**config.mk**
```make
export PLATFORM = sky130hd
export DESIGN_NAME = spi_slave_flat
export DESIGN_NICKNAME = d
export VERILOG_FILES = /design/src/rtl/spi_pkg.sv /design/src/rtl/spi_slave_if.sv /design/src/rtl/spi_sync.sv /design/src/rtl/spi_slave.sv /design/src/flat_wrapper.sv
export SDC_FILE = /design/constraint.sdc
export NUM_CORES = 1
export LEC_CHECK = 0
export BUFFER_PORTS_ARGS = -buffer_cell sky130_fd_sc_hd__buf_2
export CAP_MARGIN = 30
export CORE_MARGIN = 2
export CORE_UTILIZATION = 50
export CTS_CLUSTER_SIZE = 12
export DETAILED_ROUTE_END_ITERATION = 10
export PLACE_DENSITY = 0.74
export SETUP_SLACK_MARGIN = 0.2
export SYNTH_ARGS = -nofsm -noshare
export SYNTH_HDL_FRONTEND = slang
export SYNTH_HIERARCHICAL = 1
export SYNTH_SLANG_ARGS = --single-unit
```
**constraint.sdc**
```tcl
create_clock -name clk -period 2.2 [get_ports clk]
set_input_delay 0.44 -clock clk [delete_from_list [all_inputs] [get_ports clk]]
set_output_delay 0.44 -clock clk [all_outputs]
set_load 0.1 [all_outputs]
```
**src/rtl/spi_pkg.sv**
```systemverilog
// Shared definitions for the SPI slave: FSM encoding and default sizing.
package spi_pkg;
   localparam int M_DEF           = 16;
   localparam int SYNC_STAGES_DEF = 2;
   localparam int CB_W            = 8;

   typedef enum logic [1:0] {
      IDLE  = 2'd0,
      SHIFT = 2'd1,
      DONE  = 2'd2
   } state_t;
endpackage

```
**src/rtl/spi_slave_if.sv**
```systemverilog
// SPI pins plus the parallel transmit/receive side of the slave.
interface spi_slave_if
   import spi_pkg::*;
#(
   parameter int M = M_DEF
);
   logic            SCLK;
   logic            MOSI;
   logic            LOAD;
   logic            MISO;
   logic [M-1:0]    DI;
   logic            DI_we;
   logic            tx_ready;
   logic [M-1:0]    DO;
   logic            DO_valid;
   logic            DO_rd;
   logic            busy;
   logic [CB_W-1:0] cb_bit;
   logic            ovr;

   modport slave (
      input  SCLK, MOSI, LOAD, DI, DI_we, DO_rd,
      output MISO, tx_ready, DO, DO_valid, busy, cb_bit, ovr
   );

   modport master (
      output SCLK, MOSI, LOAD, DI, DI_we, DO_rd,
      input  MISO, tx_ready, DO, DO_valid, busy, cb_bit, ovr
   );
endinterface

```
**src/rtl/spi_sync.sv**
```systemverilog
// Multi-flop synchronizer with rise/fall detection on the synchronized value.
module spi_sync
   import spi_pkg::*;
#(
   parameter int STAGES = SYNC_STAGES_DEF
) (
   input  logic clk,
   input  logic clr,
   input  logic d,
   output logic q,
   output logic rise,
   output logic fall
);
   logic [STAGES-1:0] sync;
   logic              prev;

   // All flops clear to 0, so a line held low through reset never looks like a falling edge.
   always_ff @(posedge clk or posedge clr) begin
      if (clr) begin
         sync <= '0;
         prev <= 1'b0;
      end else begin
         sync[0] <= d;
         for (int i = 1; i < STAGES; i++) sync[i] <= sync[i-1];
         prev <= sync[STAGES-1];
      end
   end

   assign q    = sync[STAGES-1];
   assign rise = q & ~prev;
   assign fall = ~q & prev;
endmodule

```
**src/rtl/spi_slave.sv**
```systemverilog
// SPI mode-0 slave, oversampled by clk. Define SPI_SLAVE_OVR_DET_EN to enable
// receive-overrun detection on ovr (cleared by DO_rd); otherwise ovr is tied 0.
module spi_slave
   import spi_pkg::*;
#(
   parameter int M           = M_DEF,
   parameter int SYNC_STAGES = SYNC_STAGES_DEF
) (
   input logic        clk,
   input logic        clr,
   spi_slave_if.slave bus
);
   localparam logic [CB_W-1:0] CB_FULL = CB_W'(M);

   state_t          state, state_nx;
   logic [M-1:0]    sr_stx, sr_srx, tx_buf, do_r;
   logic [CB_W-1:0] cb;
   logic            tx_rdy, do_vld;
   logic            start, capture, shift_en, busy;

   logic sclk_rise, sclk_fall, unused_sclk_q;
   logic mosi_q, unused_mosi_rise, unused_mosi_fall;
   logic load_q, load_rise, load_fall;

   spi_sync #(.STAGES(SYNC_STAGES)) u_sclk (
      .clk(clk), .clr(clr), .d(bus.SCLK),
      .q(unused_sclk_q), .rise(sclk_rise), .fall(sclk_fall)
   );
   spi_sync #(.STAGES(SYNC_STAGES)) u_mosi (
      .clk(clk), .clr(clr), .d(bus.MOSI),
      .q(mosi_q), .rise(unused_mosi_rise), .fall(unused_mosi_fall)
   );
   spi_sync #(.STAGES(SYNC_STAGES)) u_load (
      .clk(clk), .clr(clr), .d(bus.LOAD),
      .q(load_q), .rise(load_rise), .fall(load_fall)
   );

   always_ff @(posedge clk or posedge clr) begin
      if (clr) state <= IDLE;
      else     state <= state_nx;
   end

   always_comb begin
      state_nx = state;
      case (state)
         IDLE:    if (load_fall) state_nx = SHIFT;
         SHIFT:   if (cb == CB_FULL) state_nx = DONE;
                  else if (load_rise) state_nx = IDLE;
         DONE:    if (load_q) state_nx = IDLE;
         default: state_nx = IDLE;
      endcase
   end

   always_comb begin
      start    = (state == IDLE) && load_fall;
      capture  = (state == SHIFT) && (cb == CB_FULL);
      shift_en = (state == SHIFT) && (cb != CB_FULL);
      busy     = (state != IDLE);
   end

   always_ff @(posedge clk or posedge clr) begin
      if (clr) begin
         sr_stx <= '0;
         sr_srx <= '0;
         tx_buf <= '0;
         do_r   <= '0;
         cb     <= '0;
         tx_rdy <= 1'b1;
         do_vld <= 1'b0;
      end else begin
         do_vld <= capture;
         if (start) begin
            sr_stx <= tx_rdy ? '0 : tx_buf;
            sr_srx <= '0;
            cb     <= '0;
            tx_rdy <= 1'b1;
         end else if (shift_en) begin
            if (sclk_rise) begin
               sr_srx <= {sr_srx[M-2:0], mosi_q};
               cb     <= cb + CB_W'(1);
            end
            if (sclk_fall) sr_stx <= {sr_stx[M-2:0], 1'b0};
         end
         if (capture) do_r <= sr_srx;
         // A write landing on the frame-start clock refills the buffer for the next frame.
         if (bus.DI_we && tx_rdy) begin
            tx_buf <= bus.DI;
            tx_rdy <= 1'b0;
         end
      end
   end

   assign bus.MISO     = sr_stx[M-1];
   assign bus.tx_ready = tx_rdy;
   assign bus.DO       = do_r;
   assign bus.DO_valid = do_vld;
   assign bus.busy     = busy;
   assign bus.cb_bit   = cb;

`ifdef SPI_SLAVE_OVR_DET_EN
   logic unacked, ovr_r;

   // An ack coinciding with a new word counts as acknowledging the old one.
   always_ff @(posedge clk or posedge clr) begin
      if (clr) begin
         unacked <= 1'b0;
         ovr_r   <= 1'b0;
      end else if (bus.DO_rd) begin
         unacked <= capture;
         ovr_r   <= 1'b0;
      end else if (capture) begin
         unacked <= 1'b1;
         ovr_r   <= ovr_r | unacked;
      end
   end

   assign bus.ovr = ovr_r;
`else
   logic unused_do_rd;
   assign unused_do_rd = bus.DO_rd;
   assign bus.ovr      = 1'b0;
`endif
endmodule

```
**src/flat_wrapper.sv**
```systemverilog
// flat-port wrapper written by rule: the top's interface ports become plain ports
module spi_slave_flat import spi_pkg::*;
#(
   parameter int M           = M_DEF,
   parameter int SYNC_STAGES = SYNC_STAGES_DEF
)
  (clk, clr, bus_SCLK, bus_MOSI, bus_LOAD, bus_DI, bus_DI_we, bus_DO_rd, bus_MISO, bus_tx_ready, bus_DO, bus_DO_valid, bus_busy, bus_cb_bit, bus_ovr);
  spi_slave_if #(.M(M)) bus_i ();
  input logic clk;
  input logic clr;
  input wire logic [$bits(bus_i.SCLK)-1:0] bus_SCLK;
  input wire logic [$bits(bus_i.MOSI)-1:0] bus_MOSI;
  input wire logic [$bits(bus_i.LOAD)-1:0] bus_LOAD;
  input wire logic [$bits(bus_i.DI)-1:0] bus_DI;
  input wire logic [$bits(bus_i.DI_we)-1:0] bus_DI_we;
  input wire logic [$bits(bus_i.DO_rd)-1:0] bus_DO_rd;
  output wire logic [$bits(bus_i.MISO)-1:0] bus_MISO;
  output wire logic [$bits(bus_i.tx_ready)-1:0] bus_tx_ready;
  output wire logic [$bits(bus_i.DO)-1:0] bus_DO;
  output wire logic [$bits(bus_i.DO_valid)-1:0] bus_DO_valid;
  output wire logic [$bits(bus_i.busy)-1:0] bus_busy;
  output wire logic [$bits(bus_i.cb_bit)-1:0] bus_cb_bit;
  output wire logic [$bits(bus_i.ovr)-1:0] bus_ovr;
  assign bus_i.SCLK = bus_SCLK;
  assign bus_i.MOSI = bus_MOSI;
  assign bus_i.LOAD = bus_LOAD;
  assign bus_i.DI = bus_DI;
  assign bus_i.DI_we = bus_DI_we;
  assign bus_i.DO_rd = bus_DO_rd;
  assign bus_MISO = bus_i.MISO;
  assign bus_tx_ready = bus_i.tx_ready;
  assign bus_DO = bus_i.DO;
  assign bus_DO_valid = bus_i.DO_valid;
  assign bus_busy = bus_i.busy;
  assign bus_cb_bit = bus_i.cb_bit;
  assign bus_ovr = bus_i.ovr;
  spi_slave #(.M(M), .SYNC_STAGES(SYNC_STAGES)) u_core (.clk(clk), .clr(clr), .bus(bus_i));
endmodule
```
==> summary.json <==
{
  "status": {
    "status": "finished, final reports clean"
  },
  "floorplan": {
    "num_rows": 31,
    "floorplan.die.height_um": 89.25,
    "ios": 52,
    "core_region_um2": 7137,
    "die_area_um2": 7965,
    "chipWidth_um": 89.25,
    "effective_utilization_at_floorplan": 0.5091
  },
  "yosys": {
    "ys_warn_count": 6,
    "syn-num-nets": 331,
    "post_synth.cell_area_avg_um2": 11.87,
    "syn_area_um2": 3633,
    "post_synth_inst_count": 306
  },
  "cts": {
    "cts_tree": "built",
    "clock_sink_count": 84,
    "clock_tree.htree_level_count": 3,
    "cts_root_buffer": "clkbuf_8",
    "clock_latency_ns": 0.36,
    "max_root_sink_buffers": 2,
    "clk_pin_slew_worst_paths_ns": 0.08,
    "numCtsBuffers": 9
  },
  "finish": {
    "layout_common_cells": "76 x dfrtp_1, 59 x nand2_1, 49 x buf_2",
    "antennaDiodeCount": 0,
    "utilization_of_the_core_after_routing": 0.6071,
    "ff_latch_area_um2": 2117,
    "fin_nets": 390,
    "final_common_cell": "dfrtp_1",
    "multi_input_gate_area_um2": 1424,
    "final_cells": 469,
    "fillCellCount": 611,
    "flow.area_growth_from_synthesis_pct": 19.25,
    "fin_area_um2": 4333,
    "layout_cells_sized_above_1": 0.3973
  },
  "setup_path": {
    "cp_data_arrival_time_ns": 2.24,
    "cp_max_fo": 7,
    "timing_worst_setup_path_type": "reg -> reg",
    "worstPathRequired_ns": 2.44,
    "crit_path_max_delay_cell_type": "dfrtp_4",
    "worst_path_dominant_cell_family": "flip-flops",
    "cp_slowest_stage_delay_ns": 0.51,
    "crit_buf_inv": 3,
    "critical_path_end_type": "flop",
    "worstSetupStartpointType": "flop",
    "critical_path_cell_by_cell": "inv_4, ha_4, nor4b_4, buf_6, nand3_4, a31oi_4, clkbuf_16, mux2_4"
  },
  "pwr": {
    "design_power_total_mw": 4.288,
    "ir_worst_vdd_mv": 0.4235,
    "power_density_nw_per_um2": 989.7,
    "p_leak_nw": 2.204
  },
  "placement": {
    "placedInstanceArea_um2": 4025,
    "dpl_worst_slack_ns": 0.1263,
    "routability_driven_placement_congestion_ratio": 0.7529,
    "dp.final_hpwl_um": 4173,
    "post-place-cells": 446,
    "portBuffers": 49
  },
  "grt": {
    "grt_pass1_wl_um": 10360,
    "grt_util_all_layers": 0.1732,
    "globalRouteOverflowTotal": 0,
    "maximum_number_of_pins_on_one_net_before_global_route_repair": 77,
    "grt_antenna_before_repair": 0,
    "grt_pass1_vias": 2209
  },
  "timing": {
    "fin_skew_ns": 0.01080,
    "max_slew_margin": 0.6216,
    "max_slew.worst_pin.slew_ns": 0.5658,
    "unrepaired_setup_endpoints_after_global_routing": "true",
    "achievable-frequency_mhz": 500.1,
    "fin_crit_ns": 1.999,
    "final.setup.worst_slack_ns": 0.2006,
    "fin_worst_hold_slack_ns": 0.1822,
    "total_count_of_hold_check_failures_in_the_final_report": 0,
    "finalSetupTns_ns": 0,
    "setup-violations-final": 0,
    "final_cycle_share": 0.9088,
    "slew_violations": 0
  },
  "route": {
    "detail_route.wirelength_um": 6556,
    "drc": 0,
    "detail-route-antenna-nets": 0,
    "wl_per_cell_um": 13.98,
    "viasPerCell": 5.109,
    "num_vias": 2396,
    "first_iter_violations": 128,
    "met3WireLength_um": 253,
    "routed.top_layer": "met4",
    "wirelength_met1_um": 2991,
    "detailroute.wirelength.met2_um": 3181,
    "dr.pass1.iters": 6
  },
  "flow_run": {
    "maxCapViolations": 0
  },
  "hold_path": {
    "worst_hold_path_type": "in -> reg"
  }
}
==> cell type report <==
type                    count  area share
clock buffers              11     0.03032
clock inverters             5     0.01790
inverters                   9    0.009241
multi-input cells         197      0.3286
flip-flops and latches     84      0.4886
well taps                  99     0.02859
repair buffers             64     0.09674
==> report_power, final <==
group          internal [mW]  switching [mW]
Combinational          0.513           0.590
Clock                  0.636           0.528
Sequential              1.84           0.181
Total                   2.99            1.30
==> per-layer routing <==
| metal | track usage | vias up |
|---|---|---|
| met3 | 0.04340 | 10 |
| met4 | 0.08005 | 0 |
| met1 | 0.2407 | 1190 |
| li1 | - | 1153 |
| met2 | 0.2572 | 43 |
| met5 | 0 | - |
==> what timing repair did <==
action,4_1_cts,5_1_grt
endpoints found under the setup margin,15,26
resized for setup,0,6
buffers inserted,1,4
hold buffers,1,0
hold endpoints to repair,8,0
gates cloned,0,1
==> worst paths after layout <==
path	start	end	slack, ns	depth (start not counted)
min in group asynchronous	clr	u_core/u_mosi/sync[1]$_DFF_PP0_	0.51	3
setup / recovery	u_core/bus.cb_bit[0]$_DFFE_PP0P_	u_core/sr_stx[7]$_DFFE_PP0P_	0.20	8
hold reg to reg	u_core/u_load/sync[0]$_DFF_PP0_	u_core/u_load/sync[1]$_DFF_PP0_	0.36	0
max in group asynchronous	clr	u_core/bus.tx_ready$_DFFE_PP1P_	1.08	4
hold / removal	bus_LOAD	u_core/u_load/sync[0]$_DFF_PP0_	0.18	1
setup reg to reg	u_core/bus.cb_bit[0]$_DFFE_PP0P_	u_core/sr_stx[7]$_DFFE_PP0P_	0.20	8
==> state kept, by name, indices dropped and copies added (netlist names), 8 cells and up <==
| signal | count |
|---|---|
| u_core/bus.DO | 16 |
| u_core/sr_stx | 16 |
| u_core/sr_srx | 16 |
| u_core/tx_buf | 16 |
| u_core/bus.cb_bit | 8 |
Note: power is estimated with default switching activity, not from simulation.
